<file path="src/rtl/bg_pkg.sv">
// -----------------------------------------------------------------------------
// bg_pkg
// Shared types and default colours for the animated background generator.
//   flash_state_t : border flash controller states
//   DEF_*         : default colour palette (RRRGGGBB)
// -----------------------------------------------------------------------------
package bg_pkg;

    typedef enum logic [1:0] {
        IDLE      = 2'd0,
        FLASH_ON  = 2'd1,
        FLASH_OFF = 2'd2
    } flash_state_t;

    localparam logic [7:0] DEF_COLOR_A       = 8'h58;
    localparam logic [7:0] DEF_COLOR_B       = 8'h4C;
    localparam logic [7:0] DEF_BORDER_COLOR  = 8'hFC;
    localparam logic [7:0] DEF_BRACKET_COLOR = 8'hFF;
    localparam logic [7:0] DEF_FLASH_COLOR   = 8'hE0;
    localparam logic [7:0] BLANK_COLOR       = 8'h00;
    localparam logic [7:0] RESET_COLOR       = 8'hFF;

endpackage

</file>
<file path="src/rtl/bg_flash_ctrl.sv">
// -----------------------------------------------------------------------------
// bg_flash_ctrl
// Border flash sequencer. A request makes the border alternate between the
// flash colour (ON half) and the normal border colour (OFF half) for
// FLASH_COUNT ON/OFF pairs, each half lasting FLASH_FRAMES frames. All state
// moves only on start-of-frame so a frame is never drawn half-flashed.
// Ports:
//   clk, resetN      : pixel clock, async active-low reset
//   i_sof            : one-clk start-of-frame pulse
//   i_flash_req      : one-clk flash request (restarts a running flash)
//   o_flash_on       : border must use the flash colour
//   o_flash_active   : registered, high while not IDLE
// -----------------------------------------------------------------------------
module bg_flash_ctrl
    import bg_pkg::*;
#(
    parameter int unsigned FLASH_FRAMES = 8,
    parameter int unsigned FLASH_COUNT  = 3
) (
    input  logic clk,
    input  logic resetN,
    input  logic i_sof,
    input  logic i_flash_req,
    output logic o_flash_on,
    output logic o_flash_active
);

    localparam int FRM_W = (FLASH_FRAMES > 1) ? $clog2(FLASH_FRAMES) : 1;
    localparam int BLK_W = $clog2(FLASH_COUNT + 1);
    localparam logic [FRM_W-1:0] FRM_LAST = FRM_W'(FLASH_FRAMES - 1);
    localparam logic [BLK_W-1:0] BLK_MAX  = BLK_W'(FLASH_COUNT);

    flash_state_t     r_state;
    flash_state_t     w_state_nxt;
    logic [FRM_W-1:0] r_frm_cnt;
    logic [FRM_W-1:0] w_frm_nxt;
    logic [BLK_W-1:0] r_blink_cnt;
    logic [BLK_W-1:0] w_blink_nxt;
    logic             r_pending;
    logic             w_pending_nxt;
    logic             r_flash_active;

    // State register: FSM state, counters, pending latch and active flag
    always_ff @(posedge clk or negedge resetN) begin
        if (!resetN) begin
            r_state        <= IDLE;
            r_frm_cnt      <= {FRM_W{1'b0}};
            r_blink_cnt    <= {BLK_W{1'b0}};
            r_pending      <= 1'b0;
            r_flash_active <= 1'b0;
        end else begin
            r_state        <= w_state_nxt;
            r_frm_cnt      <= w_frm_nxt;
            r_blink_cnt    <= w_blink_nxt;
            r_pending      <= w_pending_nxt;
            // Driven from the next state so the flag lines up with r_state.
            r_flash_active <= (w_state_nxt != IDLE);
        end
    end

    // Next-state logic: a request (latched or same-cycle) always restarts at ON
    always_comb begin
        w_state_nxt   = r_state;
        w_frm_nxt     = r_frm_cnt;
        w_blink_nxt   = r_blink_cnt;
        w_pending_nxt = r_pending;
        if (i_sof) begin
            w_pending_nxt = 1'b0;
            if (r_pending || i_flash_req) begin
                w_state_nxt = FLASH_ON;
                w_frm_nxt   = {FRM_W{1'b0}};
                w_blink_nxt = {BLK_W{1'b0}};
            end else begin
                case (r_state)
                    IDLE: begin
                        w_state_nxt = IDLE;
                    end
                    FLASH_ON: begin
                        if (r_frm_cnt == FRM_LAST) begin
                            w_state_nxt = FLASH_OFF;
                            w_frm_nxt   = {FRM_W{1'b0}};
                            w_blink_nxt = r_blink_cnt + BLK_W'(1);
                        end else begin
                            w_frm_nxt = r_frm_cnt + FRM_W'(1);
                        end
                    end
                    FLASH_OFF: begin
                        if (r_frm_cnt == FRM_LAST) begin
                            w_frm_nxt = {FRM_W{1'b0}};
                            if (r_blink_cnt < BLK_MAX) begin
                                w_state_nxt = FLASH_ON;
                            end else begin
                                w_state_nxt = IDLE;
                            end
                        end else begin
                            w_frm_nxt = r_frm_cnt + FRM_W'(1);
                        end
                    end
                    default: begin
                        w_state_nxt = IDLE;
                        w_frm_nxt   = {FRM_W{1'b0}};
                        w_blink_nxt = {BLK_W{1'b0}};
                    end
                endcase
            end
        end else if (i_flash_req) begin
            w_pending_nxt = 1'b1;
        end else begin
            w_pending_nxt = r_pending;
        end
    end

    // Output decode: flash colour only during ON halves
    always_comb begin
        o_flash_on = 1'b0;
        if (r_state == FLASH_ON) begin
            o_flash_on = 1'b1;
        end else begin
            o_flash_on = 1'b0;
        end
    end

    assign o_flash_active = r_flash_active;

endmodule

</file>
<file path="src/rtl/back_ground_scroller.sv">
// -----------------------------------------------------------------------------
// back_ground_scroller
// Animated VGA background: outer border, inner bracket and a two-colour
// checkerboard that scrolls horizontally on frame boundaries. The border can
// be made to blink through bg_flash_ctrl. BG_RGB feeds the lowest-priority
// input of the object mux.
// Ports:
//   clk, resetN          : pixel clock, async active-low reset
//   pixelX, pixelY       : current pixel coordinate (11 bit)
//   startOfFrame         : one-clk pulse per frame
//   scrollEn, scrollDir  : scroll enable; 0 = offset increments, 1 = decrements
//   flashReq             : one-clk border flash request
//   BG_RGB               : registered RRRGGGBB colour, one clk behind pixelX/Y
//   flashActive          : registered, high while a flash sequence runs
// -----------------------------------------------------------------------------
module back_ground_scroller
    import bg_pkg::*;
#(
    parameter int unsigned X_FRAME        = 639,
    parameter int unsigned Y_FRAME        = 479,
    parameter int unsigned BRACKET_OFFSET = 10,
    parameter int unsigned TILE_LOG2      = 5,
    parameter int unsigned SCROLL_STEP    = 1,
    parameter int unsigned SCROLL_DIV     = 2,
    parameter int unsigned FLASH_FRAMES   = 8,
    parameter int unsigned FLASH_COUNT    = 3,
    parameter logic [7:0]  COLOR_A        = DEF_COLOR_A,
    parameter logic [7:0]  COLOR_B        = DEF_COLOR_B,
    parameter logic [7:0]  BORDER_COLOR   = DEF_BORDER_COLOR,
    parameter logic [7:0]  BRACKET_COLOR  = DEF_BRACKET_COLOR,
    parameter logic [7:0]  FLASH_COLOR    = DEF_FLASH_COLOR
) (
    input  logic        clk,
    input  logic        resetN,
    input  logic [10:0] pixelX,
    input  logic [10:0] pixelY,
    input  logic        startOfFrame,
    input  logic        scrollEn,
    input  logic        scrollDir,
    input  logic        flashReq,
    output logic [7:0]  BG_RGB,
    output logic        flashActive
);

    // Offset is one bit wider than the tile edge: it spans exactly two tiles,
    // i.e. one full checker period, so natural wrap keeps the pattern seamless.
    localparam int SCR_W = TILE_LOG2 + 1;
    localparam int DIV_W = (SCROLL_DIV > 1) ? $clog2(SCROLL_DIV) : 1;
    localparam logic [SCR_W-1:0] STEP_V    = SCR_W'(SCROLL_STEP);
    localparam logic [SCR_W-1:0] HALF_WRAP = SCR_W'(1 << TILE_LOG2);
    localparam logic [DIV_W-1:0] DIV_LAST  = DIV_W'(SCROLL_DIV - 1);
    localparam logic [10:0] X_F    = 11'(X_FRAME);
    localparam logic [10:0] Y_F    = 11'(Y_FRAME);
    localparam logic [10:0] BR_LT  = 11'(BRACKET_OFFSET);
    localparam logic [10:0] BR_R   = 11'(X_FRAME - BRACKET_OFFSET);
    localparam logic [10:0] BR_B   = 11'(Y_FRAME - BRACKET_OFFSET);

    logic [SCR_W-1:0] r_scroll_x;
    logic [DIV_W-1:0] r_div_cnt;
    logic [SCR_W-1:0] w_sum_x;
    logic             w_sel;
    logic             w_flash_on;
    logic [7:0]       w_rgb_nxt;
    logic [7:0]       r_bg_rgb;

    bg_flash_ctrl #(
        .FLASH_FRAMES (FLASH_FRAMES),
        .FLASH_COUNT  (FLASH_COUNT)
    ) u_flash (
        .clk            (clk),
        .resetN         (resetN),
        .i_sof          (startOfFrame),
        .i_flash_req    (flashReq),
        .o_flash_on     (w_flash_on),
        .o_flash_active (flashActive)
    );

    // Scroll divider and offset: offset moves only on start-of-frame
    always_ff @(posedge clk or negedge resetN) begin
        if (!resetN) begin
            r_scroll_x <= {SCR_W{1'b0}};
            r_div_cnt  <= {DIV_W{1'b0}};
        end else if (!scrollEn) begin
            r_div_cnt <= {DIV_W{1'b0}};
        end else if (startOfFrame) begin
            if (r_div_cnt == DIV_LAST) begin
                r_div_cnt  <= {DIV_W{1'b0}};
                r_scroll_x <= scrollDir ? (r_scroll_x - STEP_V) : (r_scroll_x + STEP_V);
            end else begin
                r_div_cnt <= r_div_cnt + DIV_W'(1);
            end
        end
    end

    // Only the low bits of pixelX influence the tile-select bit of the
    // shifted column, so a narrow add suffices; the select bit is the MSB
    // of that sum, tested as "sum >= half the wrap".
    assign w_sum_x = pixelX[TILE_LOG2:0] + r_scroll_x;
    assign w_sel   = (w_sum_x >= HALF_WRAP) ^ pixelY[TILE_LOG2];

    // Pixel classification in priority order: blank, border, bracket, checker
    always_comb begin
        w_rgb_nxt = COLOR_A;
        if ((pixelX > X_F) || (pixelY > Y_F)) begin
            w_rgb_nxt = BLANK_COLOR;
        end else if ((pixelX == 11'd0) || (pixelY == 11'd0) ||
                     (pixelX == X_F)   || (pixelY == Y_F)) begin
            w_rgb_nxt = w_flash_on ? FLASH_COLOR : BORDER_COLOR;
        end else if ((pixelX == BR_LT) || (pixelY == BR_LT) ||
                     (pixelX == BR_R)  || (pixelY == BR_B)) begin
            w_rgb_nxt = BRACKET_COLOR;
        end else if (w_sel) begin
            w_rgb_nxt = COLOR_B;
        end else begin
            w_rgb_nxt = COLOR_A;
        end
    end

    // Output register: one clock of latency from pixel coordinate to colour
    always_ff @(posedge clk or negedge resetN) begin
        if (!resetN) begin
            r_bg_rgb <= RESET_COLOR;
        end else begin
            r_bg_rgb <= w_rgb_nxt;
        end
    end

    assign BG_RGB = r_bg_rgb;

endmodule

</file>
<file path="config.mk">
export PLATFORM = sky130hd
export DESIGN_NAME = back_ground_scroller
export DESIGN_NICKNAME = d
export VERILOG_FILES = /design/src/rtl/bg_pkg.sv /design/src/rtl/bg_flash_ctrl.sv /design/src/rtl/back_ground_scroller.sv
export SDC_FILE = /design/constraint.sdc
export NUM_CORES = 1
export LEC_CHECK = 0
export CAP_MARGIN = 20
export CORE_UTILIZATION = 52
export DETAILED_ROUTE_END_ITERATION = 10
export PLACE_DENSITY = 0.9
export SETUP_SLACK_MARGIN = 0.1
export SLEW_MARGIN = 20
export SYNTH_ARGS = -nofsm -noshare
export SYNTH_HDL_FRONTEND = slang
export SYNTH_SLANG_ARGS = --single-unit
</file>
<file path="constraint.sdc">
create_clock -name clk -period 4.4 [get_ports clk]
set_input_delay 0.44 -clock clk [delete_from_list [all_inputs] [get_ports clk]]
set_output_delay 0.44 -clock clk [all_outputs]
set_load 0.1 [all_outputs]
</file>
**Word-level counts from Yosys, hierarchy flattened**

Cells that the tools add are included.

- Add/sub/neg operators: 6
- Multiply operators: 0
- Div/mod/pow operators: 0
- $lt $le $gt $ge: 4
- Equality and inequality tests: 13
- Shift operators: 0
- Multiplexer cells: 24
- Bitwise gates (word level): 1
- Reduce and logical (&&, ||, !) cells: 18

Operators by type and width:

| operator | count |
|---|---|
| $mux W8 | 3 |
| $eq A11 B10 Y1 const B | 2 |
| $eq A11 B4 Y1 const B | 2 |
| $eq A11 B9 Y1 const B | 2 |
| $logic_not A11 Y1 | 2 |
| $mux W2 | 6 |
| $gt A11 B10 Y1 const B | 1 |
| $gt A11 B9 Y1 const B | 1 |
| $mux W5 | 2 |
| $logic_or A1 B1 Y1 | 8 |
| $pmux W2 S2 | 2 |
| $mux W1 | 7 |
| $add A6 B1 Y6 const B | 1 |
| $add A6 B6 Y6 | 1 |
| $ge A6 B6 Y1 const B | 1 |
| $mux W3 | 2 |
| $mux W6 | 1 |
| $pmux W3 S2 | 1 |
| $reduce_and A3 Y1 | 2 |
| $sub A6 B1 Y6 const B | 1 |
| $ne A2 B1 Y1 const B | 2 |
| $reduce_bool A2 Y1 | 2 |
| $reduce_or A2 Y1 | 2 |
| $add A3 B1 Y3 const B | 1 |
| 11 further kinds | 11 |

- Flip-flop bits (word level): 24
- Latch bits: 0
- RAM bits: 0
- Memory bits (read-only): 0
- Input port bits: 28
- Output and inout bits: 9
- Word-level logic and storage cells: 74
- Memories kept: 0

**Longest topological paths before layout**

- Depth in word-level cells: 7
- Gate-level depth with buffers: 7
- Depth with buffers taken out: 7

**By module**

A second synthesis with hierarchy kept.

- Cells, all modules: 164
- Area, all modules: 1512.7 um^2

Modules (own cells, without submodules):

| module | times used | cells an instance | area an instance (um^2) | seq. area each (um^2) |
|---|---|---|---|---|
| back_ground_scroller | 1 | 108 | 962.2 | 332.8 |
| bg_flash_ctrl | 1 | 56 | 550.5 | 225.2 |

**Least setup slack after synthesis**

Ideal clock, no wire load.

- Path type: input -> register
- From: input scrollDir
- To: register r_scroll_x[5]
- Library setup time: 0.123 ns
- Data arrival time: 1.592 ns
- Required time: 4.277 ns
- Slack: 2.685 ns
- Stages: 6
- Path buffers: 0
- Path through: ha_1 -> and2_1 -> a22o_1 -> nor4_1 -> nor3_2 -> xnor2_1

- Longest elaborated chain between the ends: 1

RTL lines:

| item | RTL line | source |
|---|---|---|
| from (decl) | back_ground_scroller.sv:39 | `input logic scrollDir,` |
| $mux W6 | back_ground_scroller.sv:88 | `r_scroll_x <= scrollDir ? (r_scroll_x - STEP_V) : (r_scroll_x + STEP_V);` |
| to (signal assigned) | back_ground_scroller.sv:81 | `r_scroll_x <= {SCR_W{1'b0}};` |
| to (signal assigned) | back_ground_scroller.sv:88 |  |
| to (decl) | back_ground_scroller.sv:58 | `logic [SCR_W-1:0] r_scroll_x;` |

No other way between the ends.
A chain may end at the register's enable or synchronous reset.

==> impl_metrics.csv <==
group,metric,value,unit
clock_tree,post_cts_hold_buffer_count,0,
clock_tree,cts-root-buf,"sky130_fd_sc_hd__clkbuf_4",
critical_path,critPathSlowestCell,"sky130_fd_sc_hd__clkdlybuf4s50_1",
yosys,yosys.cell_count.top_type,"sky130_fd_sc_hd__nand2_1",
route,ant_nets,0,
clock_tree,cts_tree,"done",
critical_path,worstSetupEndpointType,"primary output",
floorplan,initial_core_util,0.571,
route,drtIter0Drc,24,
layout,num_antenna_cells,0,
timing,fin_skew,0.00717,ns
critical_path,worstSetupStartpointType,"flop",
yosys,postSynthRegisterBits,22,
critical_path,critical_path_class,"reg2out",
grt,first_pass_grt_wire_length,5.20,mm
route,drt_pre_antenna_iters,4,
pwr,internal_power_consumption,0.480,mW
floorplan,io_pins,37,
clock_tree,post-cts-setup-buffer-count,0,
grt,globalRouteOverflowTotal,0,
place,detailedPlacementHpwl,2.51,mm
critical_path,timing.critical_path.arrival,1.98,ns
grt,grt.total_usage,0.241,
grt,antenna_found_initial,0,
yosys,post-synth-top-area-fraction,0.273,
layout,final_net_count,233,
yosys,synth-edff-count,0,
yosys,netlist_instances,152,
yosys,main_combinational_cell_family_by_area_after_synthesis,"simple AND/OR/NAND/NOR gates",
place,port_buffers,36,
yosys,synth_compound_gate_area_share,0.179,
yosys,synth.largest_area_cell,"sky130_fd_sc_hd__dfrtp_1",
yosys,yosysWarningCount,0,
layout,drive_gt1_frac,0.128,
critical_path,critical-path-max-stage-delay,1.12,ns
pwr,sequential_share_of_power,0.365,
route,vias_per_cell,5.79,
timing,final-max-slew-violation-count,0,
floorplan,placement_rows,18,
yosys,synthesis.nets,196,
layout,final_core_util,0.734,
critical_path,crit_fanout,2,
clock_tree,clk_transition_reported_paths,0.13,ns
route,vias,1263,
clock_tree,worstSkewPairLatency,0.31,ns
yosys,synth.cell_area,1470,µm²
route,routed_wire_per_std_cell,14.3,µm
timing,setup_tns,0,ns
critical_path,worstPathBufferInverterCount,1,
yosys,synth_commonest_cells,"19 x sky130_fd_sc_hd__nand2_1, 16 x sky130_fd_sc_hd__dfrtp_1, 15 x sky130_fd_sc_hd__ha_1",
timing,post-route-period-util,0.551,
pwr,leakage,0.840,nW
timing,unrepaired_setup_endpoints_after_global_routing,"no",
clock_tree,cts_resized,0,
yosys,synth.mux.area_fraction,0.0154,
job,timing.max_cap.violations,0,
yosys,fraction_of_the_mapped_netlist_area_in_adder_cells,0.142,
timing,maximum_frequency_from_static_timing_analysis,0.412,GHz
pwr,power_per_cell_area,405,nW/µm²
timing,setup_viol,0,
clock_tree,numClockSinks,22,
layout,area.sequential,558,µm²
layout,n_fill_cell,183,
route,routed_wl,3.11,mm
floorplan,chipHeight,55.1,µm
floorplan,die_x,55.1,µm
layout,final_cells,218,
yosys,synthArstFlopShare,1.00,
pwr,pwr-share-comb,0.428,
place,gp_congestion,0.857,
route,drc,0,
layout,flow.area_growth_from_synthesis,28.5,%
timing,worstMarginPinSlew,0.971,ns
floorplan,floorplan_core_area,2570,µm²
clock_tree,clock_path_buffers,2,
yosys,post_synth_and_or_nand_nor_area_fraction,0.188,
floorplan,floorplan.die_area,3040,µm²
yosys,synth_xor_area_frac,0.0538,
yosys,synth.area.top_cells,"sky130_fd_sc_hd__dfrtp_1 27%, sky130_fd_sc_hd__ha_1 13%, sky130_fd_sc_hd__dfstp_2 11%, sky130_fd_sc_hd__nand2_1 4.9%, sky130_fd_sc_hd__xor2_1 3.0%",
critical_path,critical-path-top-delay-family,"buffers and inverters",
critical_path,required,3.96,ns
yosys,synth-main-ff-cell,"sky130_fd_sc_hd__dfrtp_1",
critical_path,worstPathCellList,"clkdlybuf4s50_1",
yosys,synth_cell_types,39,
hold_path,hold_class,"in2async",
timing,hold_violations,0,
pwr,switching_power,0.282,mW
clock_tree,cts_inserted_buffers,3,
pwr,sw_frac_of_total,0.370,
timing,max-slew-margin-rel,0.351,
timing,worst_hold_slack,0.0596,ns
timing,finalWorstPathRequiredPeriod,2.42,ns
pwr,fin_total_pwr,0.763,mW
grt,grt_start_max_net_pins,23,
yosys,ys_seq_area_frac,0.381,
place,dp_cells,214,
pwr,power.share.clock,0.207,
pwr,peak_supply_drop,285,µV
layout,area_of_the_multi_input_gates,847,µm²
yosys,avgSynthCellArea,9.65,µm²
clock_tree,ctsHtreeMaxLevel,1,
grt,first_global_vias,1234,
status,outcome,"finished, final reports clean",
logic make-up (layout without fill, tap and decap cells):
kind of cell    Yosys count  count (layout)
simple gates             54              54
compound gates           36              36
flops                    22              22
fa+ha+maj                16              16
buf+inv                  13              49
xor+xnor                  9               9
mux                       2               2
stage by stage:
step / setup WS [ns] / cell area, µm²
floorplan: 2.69 / 1470
global placement: 2.09 / 1840
detailed placement: 1.94 / 1840
CTS: 1.96 / 1890
global route: 1.90 / 1880
finish: 1.98 / 1880
power groups by stage:
stage / combinational, mW / sequential, mW / clock, mW
3_5_place_dp: 0.327 / 0.283 / 0
3_3_place_gp: 0.308 / 0.280 / 0
2_1_floorplan: 0.212 / 0.306 / 0
4_1_cts: 0.330 / 0.279 / 0.162
5_1_grt: 0.372 / 0.283 / 0.167
6_report: 0.327 / 0.278 / 0.158
final cells by class:
type | count | area share
well taps | 30 | 0.0199
repair buffers | 36 | 0.189
clock buffers | 3 | 0.0120
inverters | 9 | 0.0179
clock inverters | 1 | 0.0159
multi-input cells | 117 | 0.450
flip-flops and latches | 22 | 0.296
sequential cells by signal (all words and copies together) (netlist names):
| signal | cells |
|---|---|
| BG_RGB | 6 |
| r_div_cnt | 1 |
| r_scroll_x | 6 |
| u_flash.o_flash_active | 1 |
| u_flash.r_blink_cnt | 2 |
| u_flash.r_frm_cnt | 3 |
| u_flash.r_pending | 1 |
| u_flash.r_state | 2 |
metal layers:
metal | share of wire | wire length (µm) | track usage
met1 | 0.42 | 1300 | 0.299
met2 | 0.54 | 1660 | 0.418
met3 | 0.035 | 109 | 0.0355
met4 | 0.011 | 34 | 0.0917
met5 | 0 | 0 | 0
cell usage in the layout (no fill, tap or decap), types with 2 or more instances in the layout:
cell type | synthesis | final
sky130_fd_sc_hd__clkdlybuf4s50_1 | 0 | 35
sky130_fd_sc_hd__nand2_1 | 19 | 19
sky130_fd_sc_hd__dfrtp_1 | 16 | 16
sky130_fd_sc_hd__ha_1 | 15 | 15
sky130_fd_sc_hd__inv_1 | 9 | 9
sky130_fd_sc_hd__o21ai_0 | 7 | 7
sky130_fd_sc_hd__nand3_1 | 7 | 7
sky130_fd_sc_hd__dfstp_2 | 6 | 6
sky130_fd_sc_hd__nor2_1 | 6 | 6
sky130_fd_sc_hd__nor3_1 | 6 | 6
sky130_fd_sc_hd__o22ai_1 | 5 | 5
sky130_fd_sc_hd__a21oi_1 | 5 | 5
sky130_fd_sc_hd__xor2_1 | 5 | 5
sky130_fd_sc_hd__or2_2 | 4 | 4
sky130_fd_sc_hd__xnor2_1 | 4 | 4
sky130_fd_sc_hd__nor4_1 | 3 | 3
sky130_fd_sc_hd__a21o_1 | 3 | 3
sky130_fd_sc_hd__a22o_1 | 3 | 3
sky130_fd_sc_hd__clkbuf_4 | 0 | 3
sky130_fd_sc_hd__o31ai_1 | 2 | 2
sky130_fd_sc_hd__a32oi_1 | 2 | 2
sky130_fd_sc_hd__a221oi_2 | 2 | 2
sky130_fd_sc_hd__mux2_2 | 2 | 2
sky130_fd_sc_hd__and2_1 | 2 | 2
worst paths after layout:
kind | startpoint | endpoint | slack [ns] | cells after the start
setup / recovery | BG_RGB[1]$_DFF_PN1_ | BG_RGB[0] | 1.98 | 1
hold / removal | resetN | u_flash.r_pending$_DFFE_PN0P_ | 0.06 | 1
setup reg to reg | r_scroll_x[3]$_DFFE_PN0P_ | r_scroll_x[5]$_DFFE_PN0P_ | 2.57 | 6
hold reg to reg | r_scroll_x[5]$_DFFE_PN0P_ | r_scroll_x[5]$_DFFE_PN0P_ | 0.50 | 1
max in group asynchronous | resetN | BG_RGB[2]$_DFF_PN1_ | 3.99 | 1
min in group clk | r_scroll_x[5]$_DFFE_PN0P_ | r_scroll_x[5]$_DFFE_PN0P_ | 0.50 | 1
Note: power is estimated with default switching activity, not from simulation.
